## config.mk

```make
export PLATFORM = sky130hd
export DESIGN_NAME = uart_tx_flat
export DESIGN_NICKNAME = d
export VERILOG_FILES = /design/src/rtl/uart_tx_pkg.sv /design/src/rtl/uart_tx_if.sv /design/src/rtl/uart_fifo.sv /design/src/rtl/uart_tx.sv /design/src/flat_wrapper.sv
export SDC_FILE = /design/constraint.sdc
export NUM_CORES = 1
export LEC_CHECK = 0
export ABC_AREA = 1
export CORE_ASPECT_RATIO = 1.1
export CORE_MARGIN = 2
export CORE_UTILIZATION = 35
export DETAILED_ROUTE_END_ITERATION = 6
export HOLD_SLACK_MARGIN = 0.06
export SYNTH_ARGS = -nofsm -noshare
export SYNTH_HDL_FRONTEND = slang
export SYNTH_SLANG_ARGS = --single-unit
```

## constraint.sdc

```tcl
create_clock -name cpuclk -period 2.13 [get_ports cpuclk]
set_input_delay 0.5325 -clock cpuclk [delete_from_list [all_inputs] [get_ports cpuclk]]
set_output_delay 0.5325 -clock cpuclk [all_outputs]
set_load 0.01 [all_outputs]
```

## src/rtl/uart_tx_pkg.sv

```systemverilog
// Shared UART definitions: transmit FSM states and default baud divisor.
package uart_tx_pkg;

  // 100 MHz / 115200 baud
  localparam int unsigned DefaultClksPerBit = 868;

  typedef enum logic [1:0] {
    StIdle,
    StStart,
    StData,
    StStop
  } uart_tx_state_t;

endpackage

```

## src/rtl/uart_tx_if.sv

```systemverilog
// CPU-side write port and serial line of the UART transmitter.
interface uart_tx_if #(
  parameter int unsigned FIFO_DEPTH = 8
);
  localparam int unsigned CountWidth = $clog2(FIFO_DEPTH) + 1;

  logic                  wr_en;
  logic [7:0]            wr_data;
  logic                  full;
  logic                  busy;
  logic [CountWidth-1:0] count;
  logic                  tx;

  modport master (output wr_en, wr_data, input full, busy, count, tx);
  modport slave  (input wr_en, wr_data, output full, busy, count, tx);
endinterface

```

## src/rtl/uart_fifo.sv

```systemverilog
// Synchronous FIFO with wrap-bit pointers; shared by the UART transmit and receive paths.
module uart_fifo #(
  parameter int unsigned WIDTH = 8,
  parameter int unsigned DEPTH = 8
) (
  input  logic                     clk,
  input  logic                     rst,
  input  logic                     push,
  input  logic [WIDTH-1:0]         wdata,
  input  logic                     pop,
  output logic [WIDTH-1:0]         rdata,
  output logic                     full,
  output logic                     empty,
  output logic [$clog2(DEPTH):0]   count
);
  localparam int unsigned Aw = $clog2(DEPTH);

  logic [WIDTH-1:0] mem [DEPTH];
  logic [Aw:0]      wr_ptr_q, rd_ptr_q;
  logic             do_push, do_pop;

  assign do_push = push & ~full;
  assign do_pop  = pop & ~empty;

  always_ff @(posedge clk) begin
    if (rst) begin
      wr_ptr_q <= '0;
      rd_ptr_q <= '0;
    end else begin
      if (do_push) wr_ptr_q <= wr_ptr_q + 1'b1;
      if (do_pop)  rd_ptr_q <= rd_ptr_q + 1'b1;
    end
  end

  always_ff @(posedge clk) begin
    if (do_push) mem[wr_ptr_q[Aw-1:0]] <= wdata;
  end

  // Same index but different lap bit means the writer is a whole buffer ahead.
  assign full  = (wr_ptr_q ^ rd_ptr_q) == {1'b1, {Aw{1'b0}}};
  assign empty = wr_ptr_q == rd_ptr_q;
  assign count = wr_ptr_q - rd_ptr_q;
  assign rdata = mem[rd_ptr_q[Aw-1:0]];

endmodule

```

## src/rtl/uart_tx.sv

```systemverilog
// 8N1 UART transmitter fed by a byte FIFO; tx is driven straight from a flop.
module uart_tx
  import uart_tx_pkg::*;
#(
  parameter int unsigned CLKS_PER_BIT = DefaultClksPerBit,
  parameter int unsigned FIFO_DEPTH   = 8
) (
  input  logic       cpuclk,
  input  logic       rst,
  uart_tx_if.slave   bus
);
  localparam int unsigned CountWidth = $clog2(FIFO_DEPTH) + 1;
  localparam int unsigned TimerWidth = $clog2(CLKS_PER_BIT);
  localparam logic [TimerWidth-1:0] TimerReload = TimerWidth'(CLKS_PER_BIT - 1);

  uart_tx_state_t        state_q, state_d;
  logic [TimerWidth-1:0] timer_q, timer_d;
  logic [2:0]            bit_idx_q, bit_idx_d;
  logic [7:0]            shift_q, shift_d;
  logic                  tx_q, tx_d;

  logic                  pop;
  logic [7:0]            head;
  logic                  fifo_full, fifo_empty;
  logic [CountWidth-1:0] fifo_count;

  uart_fifo #(
    .WIDTH (8),
    .DEPTH (FIFO_DEPTH)
  ) u_fifo (
    .clk   (cpuclk),
    .rst   (rst),
    .push  (bus.wr_en),
    .wdata (bus.wr_data),
    .pop   (pop),
    .rdata (head),
    .full  (fifo_full),
    .empty (fifo_empty),
    .count (fifo_count)
  );

  always_comb begin
    state_d   = state_q;
    timer_d   = timer_q;
    bit_idx_d = bit_idx_q;
    shift_d   = shift_q;
    tx_d      = tx_q;
    pop       = 1'b0;
    unique case (state_q)
      StIdle: begin
        tx_d = 1'b1;
        if (!fifo_empty) begin
          pop     = 1'b1;
          shift_d = head;
          timer_d = TimerReload;
          tx_d    = 1'b0;
          state_d = StStart;
        end
      end
      StStart: begin
        if (timer_q == '0) begin
          timer_d   = TimerReload;
          bit_idx_d = 3'd0;
          tx_d      = shift_q[0];
          state_d   = StData;
        end else begin
          timer_d = timer_q - 1'b1;
        end
      end
      StData: begin
        if (timer_q == '0) begin
          timer_d = TimerReload;
          if (bit_idx_q == 3'd7) begin
            tx_d    = 1'b1;
            state_d = StStop;
          end else begin
            // Next bit is presented from the pre-shift value to avoid a cycle of lag.
            bit_idx_d = bit_idx_q + 3'd1;
            shift_d   = shift_q >> 1;
            tx_d      = shift_q[1];
          end
        end else begin
          timer_d = timer_q - 1'b1;
        end
      end
      StStop: begin
        if (timer_q == '0) begin
          state_d = StIdle;
        end else begin
          timer_d = timer_q - 1'b1;
        end
      end
    endcase
  end

  always_ff @(posedge cpuclk) begin
    if (rst) begin
      state_q   <= StIdle;
      timer_q   <= '0;
      bit_idx_q <= '0;
      shift_q   <= '0;
      tx_q      <= 1'b1;
    end else begin
      state_q   <= state_d;
      timer_q   <= timer_d;
      bit_idx_q <= bit_idx_d;
      shift_q   <= shift_d;
      tx_q      <= tx_d;
    end
  end

  assign bus.tx    = tx_q;
  assign bus.full  = fifo_full;
  assign bus.count = fifo_count;
  assign bus.busy  = ~fifo_empty | (state_q != StIdle);

endmodule

```

## src/flat_wrapper.sv

```systemverilog
// flat-port wrapper written by rule: the top's interface ports become plain ports
module uart_tx_flat import uart_tx_pkg::*;
#(
  parameter int unsigned CLKS_PER_BIT = DefaultClksPerBit,
  parameter int unsigned FIFO_DEPTH   = 8
)
  (cpuclk, rst, bus_wr_en, bus_wr_data, bus_full, bus_busy, bus_count, bus_tx);
  uart_tx_if #(.FIFO_DEPTH(FIFO_DEPTH)) bus_i ();
  input  logic cpuclk;
  input  logic rst;
  input wire logic [$bits(bus_i.wr_en)-1:0] bus_wr_en;
  input wire logic [$bits(bus_i.wr_data)-1:0] bus_wr_data;
  output wire logic [$bits(bus_i.full)-1:0] bus_full;
  output wire logic [$bits(bus_i.busy)-1:0] bus_busy;
  output wire logic [$bits(bus_i.count)-1:0] bus_count;
  output wire logic [$bits(bus_i.tx)-1:0] bus_tx;
  assign bus_i.wr_en = bus_wr_en;
  assign bus_i.wr_data = bus_wr_data;
  assign bus_full = bus_i.full;
  assign bus_busy = bus_i.busy;
  assign bus_count = bus_i.count;
  assign bus_tx = bus_i.tx;
  uart_tx #(.CLKS_PER_BIT(CLKS_PER_BIT), .FIFO_DEPTH(FIFO_DEPTH)) u_core (.cpuclk(cpuclk), .rst(rst), .bus(bus_i));
endmodule
```

---- Word-level counts from Yosys, hierarchy flattened ----
Memories as Yosys holds them, arrays and structs flattened. A register that Yosys moved wholly into a read port is not among the register bits.
Cells that the tools add are included.
word-level totals
  register bits ........................... 32
  RAM bits ................................ 64
  memories ................................ 1
  word-level logic and storage cells ...... 73
memories
  name               words  width  rd ports  clocked after Yosys merged registers in  wr ports  RTL line         text
  u_core.u_fifo.mem  8      8      1         1                                        1         uart_fifo.sv:18  logic [WIDTH-1:0] mem [DEPTH];
operators by class
  reduce and logical (&&, ||, !) cells .... 12
  muxes and demuxes ....................... 29
  add/subtract/negate cells ............... 5
  equality and inequality tests ........... 13
  bitwise gates (word level) .............. 6
operators with widths
  operator               count
  $mux 10                3
  $pmux 10 s3            1
  $mux 8                 3
  $pmux 8 s2             1
  $mux 3                 5
  $logic_not 10->1       1
  $mux 2                 5
  $sub 10x1->10 const B  1
  $add 4x1->4 const B    2
  $mux 1                 8
  $ne 2x1->1 const B     4
  $pmux 2 s4             1
  $reduce_and 4->1       2
  $ne 2x2->1 const B     3
  $pmux 3 s2             1
  $reduce_bool 2->1      3
  $reduce_and 5->1       1
  $eq 2x2->1 const B     2
  $eq 4x4->1             1
  $eq 4x4->1 const B     1
  $sub 4x4->4            1
  $xor 4x4->4            1
  $add 3x1->3 const B    1
  $eq 3x3->1 const B     1
  other kinds (10)       12

---- Depth between registers and ports, before layout ----
  depth after elaboration ................. 6
  mapped depth ............................ 12

---- Cells and area by module ----
Synthesis repeated with hierarchy kept, for this count alone.
unflattened totals
  cell total of the unflattened synthesis .. 529
  area total of the unflattened synthesis .. 4729.5 um^2
modules (own cells, without submodules)
  module     seq. area each (um^2)  instances  cells an instance  area each (um^2)
  uart_fifo  2142.1                 1          305                3239.4
  uart_tx    480.5                  1          224                1490.2

---- Worst setup path after synthesis ----
Ideal clock, no wire load.
  path kind ............................... reg-to-reg
  start point ............................. register u_core.u_fifo.wr_ptr_q[0]
  end point ............................... memory u_core.u_fifo.mem[6][0] (enable)
  data arrival time ....................... 1.721 ns
  setup slack ............................. 0.025 ns
  setup time .............................. 0.383 ns
  cell stages (with the launch flop) ...... 8
  period minus slack after synthesis ...... 2.105 ns
  path through ............................ dfxtp_1 inv_1 ha_1 inv_1 nor2_2 nand2_1 nand3_1 nor3_1
on the way
  word-level cells in the longest chain between the ends .. 6
RTL lines
  item                          RTL line         text
  from (decl)                   uart_fifo.sv:19  logic [Aw:0] wr_ptr_q, rd_ptr_q;
  from (signal assigned)        uart_fifo.sv:30  if (do_push) wr_ptr_q <= wr_ptr_q + 1'b1;
  $xor 4x4->4                   uart_fifo.sv:40  assign full = (wr_ptr_q ^ rd_ptr_q) == {1'b1, {Aw{1'b0}}};
  $eq 4x4->1                    uart_fifo.sv:40
  $not 1->1                     uart_fifo.sv:22  assign do_push = push & ~full;
  $and 1x1->1                   uart_fifo.sv:22
  $mux 1                        uart_fifo.sv:36  if (do_push) mem[wr_ptr_q[Aw-1:0]] <= wdata;
  $mux 1 (implied by the code)  uart_fifo.sv:36
  to (decl)                     uart_fifo.sv:18
Several ways; a longest one is shown, not always the timed one.

---- Worst setup path in the final report ----
  start point ............................. register u_core.u_fifo.wr_ptr_q[0]
  end point ............................... output port bus_count[1]
on the way
  word-level cells in the longest chain between the ends .. 1
RTL lines
  item         RTL line            text
  $sub 4x4->4  uart_fifo.sv:42     assign count = wr_ptr_q - rd_ptr_q;
  to (decl)    flat_wrapper.sv:15  output wire logic [$bits(bus_i.count)-1:0] bus_count;
No other way between the ends.

==> results.md <==
* Hold buffer count at CTS at 0
* Synth Area per Inst at 8.76 um^2
* Port Buffers at 17
* Place WS at -103 ps
* Hpwl dp at 6330 um
* Yosys reg bits at 99
* PD cells at 1290 nW/um^2
* CTS H-tree lvls at 3
* Most numerous cell in the Yosys netlist: nand2_1
* Post-synth ARST share at 0
* Final setup vio count at 0
* Placed insts at 717
* Post-synth EDFFs at 64
* Fin area at 5520 um^2
* Leading post-synthesis cells by cell area: edfxtp_1 (41%), dfxtp_1 (15%), nand2_1 (13%)
* Synthesized instance count at 531
* Via density per instance at 4.76
* Post-route insts no fill at 737
* Crit path top cell by count: inv_2
* Outcome: complete, no violations
* Row count at 44
* DR pass1 iterations at 4
* Fin crit share at 0.983
* Area share of the largest cell type after synthesis at 0.413
* RSZ-0062 raised after global routing: yes
* Worst-path clk slew at 70 ps
* Top delay family on crit path: adder cells
* First-pass GRT wire length at 16,300 um
* Leakage power at 2.33 nW
* Max Buffers Root-to-Sink at 2
* Post-Syn Area at 4650 um^2
* CTS tree: done
* Worst min-delay path class: reg2reg
* FF-to-FF Start: u_core.u_fifo.rd_ptr_q[2]
* Core area at 13,100 um^2
* IO Pins at 18
* Via Count at 3,507
* Detailed Route Iter0 Violations at 191
* Fin worst setup slack at 36.1 ps
* Post-layout min period at 2090 ps
* Vias in the first global route at 3,376
* Crit Path Class: reg2out
* Drt wl/cell at 13.2 um
* Area leader, netlist: edfxtp_1
* Syn. warnings at 0
* Register area share after synthesis at 0.564
* Slew Limit Headroom at 0.729
* Gpl congestion at 0.799
* Total wire length at 9740 um
* Pint at 4.29 mW
* DIE WIDTH at 114 um
* Antenna Nets Post-Route at 0
* Critical path launch point type: register
* Aggregate global-route resource usage at 0.144
* Part of the power in combinational logic at 0.436
* Initial Utilization at 0.355
* Sum of buffers and inverters on the critical path at 3
* Ys flop type: edfxtp_1
* Clk pwr share at 0.219
* Synth unique cells at 33
* Cell chain of the critical path: inv_2 > ha_4 > fa_2 > inv_2 > buf_6
* Area grow syn2layout at 18.6%
* Area after DPL at 5120 um^2
* Clock insertion delay at the later pin of the skew report at 340 ps
* Max VDD drop at 0.000670 V
* Post-route DRC at 0
* GRT Residual Overflow at 0
* Nets at 596
* Max incr delay on CP at 540 ps
* Sink Count at 99
* Slowest CP cell: fa_2
* Net Sw Frac at 0.399
* Largest net degree at the start of global routing at 33
* Tot Pwr at 7.14 mW
* Clk_skew at 9.75 ps
* Synth cell count leaders: nand2_1 (166), nand3_1 (65), edfxtp_1 (64)
* Die area at 14,200 um^2
* Final Hold Fails at 0
* Worst Max-Slew Pin Slew at 405 ps
* Overall die height at 125 um
* Hold path startpoint: u_core.bit_idx_q[1]
* NetSw at 2.85 mW
* Share of layout cells above drive strength 1 at 0.158
* Net Count, Synth at 556
* CP startpoint: u_core.u_fifo.wr_ptr_q[0]
* Max cap viols at 0
* Initial antenna violation count at 0
* Fmax at 478 MHz
* TritonCTS buffer count at 9
* Crit path required time at 1600 ps
* Clock root buffer: clkbuf_16
* WP data arrival at 1560 ps
* Fin. max-slew vios at 0
* CP max FO at 2
* # diodes at 0
* Worst setup EP type: output pin
* Seq pwr share at 0.345
==> power by group through the flow <==
stage	Sequential, mW	Combinational (mW)	Clock, mW
final	2.46	3.11	1.57
after CTS	2.45	3.04	1.61
after global placement	2.48	2.91	0
after detailed placement	2.49	2.99	0
after floorplan	2.46	2.27	0
after global routing	2.50	3.57	1.68
==> layout make-up <==
class,instances,area [um^2]
multi-input cells,364,1820
clock buffers,9,225
clock inverters,7,65.1
repair buffers,46,384
fillers,1254,7580
flip-flops and latches,99,2630
inverters,51,191
well taps,161,201
==> stage by stage <==
| stage | hold WS [ps] | util | setup TNS, ps |
|---|---|---|---|
| after floorplan | 443 | - | 0 |
| after global placement | 473 | 0.391 | -114 |
| after detailed placement | 484 | 0.391 | -264 |
| after CTS | 493 | 0.415 | 0 |
| after global routing | 505 | 0.421 | -70.5 |
| final | 493 | 0.421 | 0 |
==> placed cells by master (no fill, tap or decap), drive strengths merged <==
cell type and instances:
o21bai 1, o21ai 19, clkbuf 9, inv 54
clkdlybuf4s15 1, a21oi 13, nor3 5, nand3 68
nor3b 1, a21boi 1, o211ai 1, clkdlybuf4s50 11
nand3b 1, or2 2, clkinv 4, nand2 172
nand4 2, fa 1, ha 13, nor2 62
xnor2 1, xor2 1, dfxtp 35, dlygate4sd2 1
edfxtp 64, buf 33
==> sequential cells by signal, indices dropped and copies added (netlist names), named ones only <==
signal,flops
u_core.u_fifo.mem,64
u_core.u_fifo.wr_ptr_q,4
u_core.u_fifo.rd_ptr_q,4
u_core.timer_q,10
u_core.state_q,2
u_core.bit_idx_q,3
u_core.bus.tx,1
u_core.shift_q,8
==> tightest hold or removal path, stage by stage, from the launching register on <==
cell and delay [ps]:
dfxtp_1 310, nor2_1 90, nor2_1 50
==> timing repair <==
action / in CTS / in global routing
buffers inserted: 1 / 3
resized for setup: 32 / 15
setup endpoints to repair: 6 / 5
pin swaps: 3 / 5
==> metal layers <==
metal,share of wire,up-vias,global-route usage
met5,0,-,0
met4,0.012,0,0.0473
met3,0.044,9,0.0257
met2,0.47,69,0.231
met1,0.47,1618,0.197
li1,-,1811,-
==> cells by family after synthesis <==
logic type	Yosys count	synth area share
adders and majority gates	14	0.0393
and+or+nand+nor	313	0.293
AOI/OAI and AO/OA	35	0.0393
DFF	99	0.564
buffers and inverters	68	0.0610
xor gates and xnor gates	2	0.00377
==> worst paths after layout <==
check	to	slack, ps	cells past startpoint
max	bus_count[1]	40	5
min	u_core.bit_idx_q[1]	490	2
max reg2reg	u_core.shift_q[3]	320	12
min reg2reg	u_core.bit_idx_q[1]	490	2
Note: power is estimated with default switching activity, not from simulation.
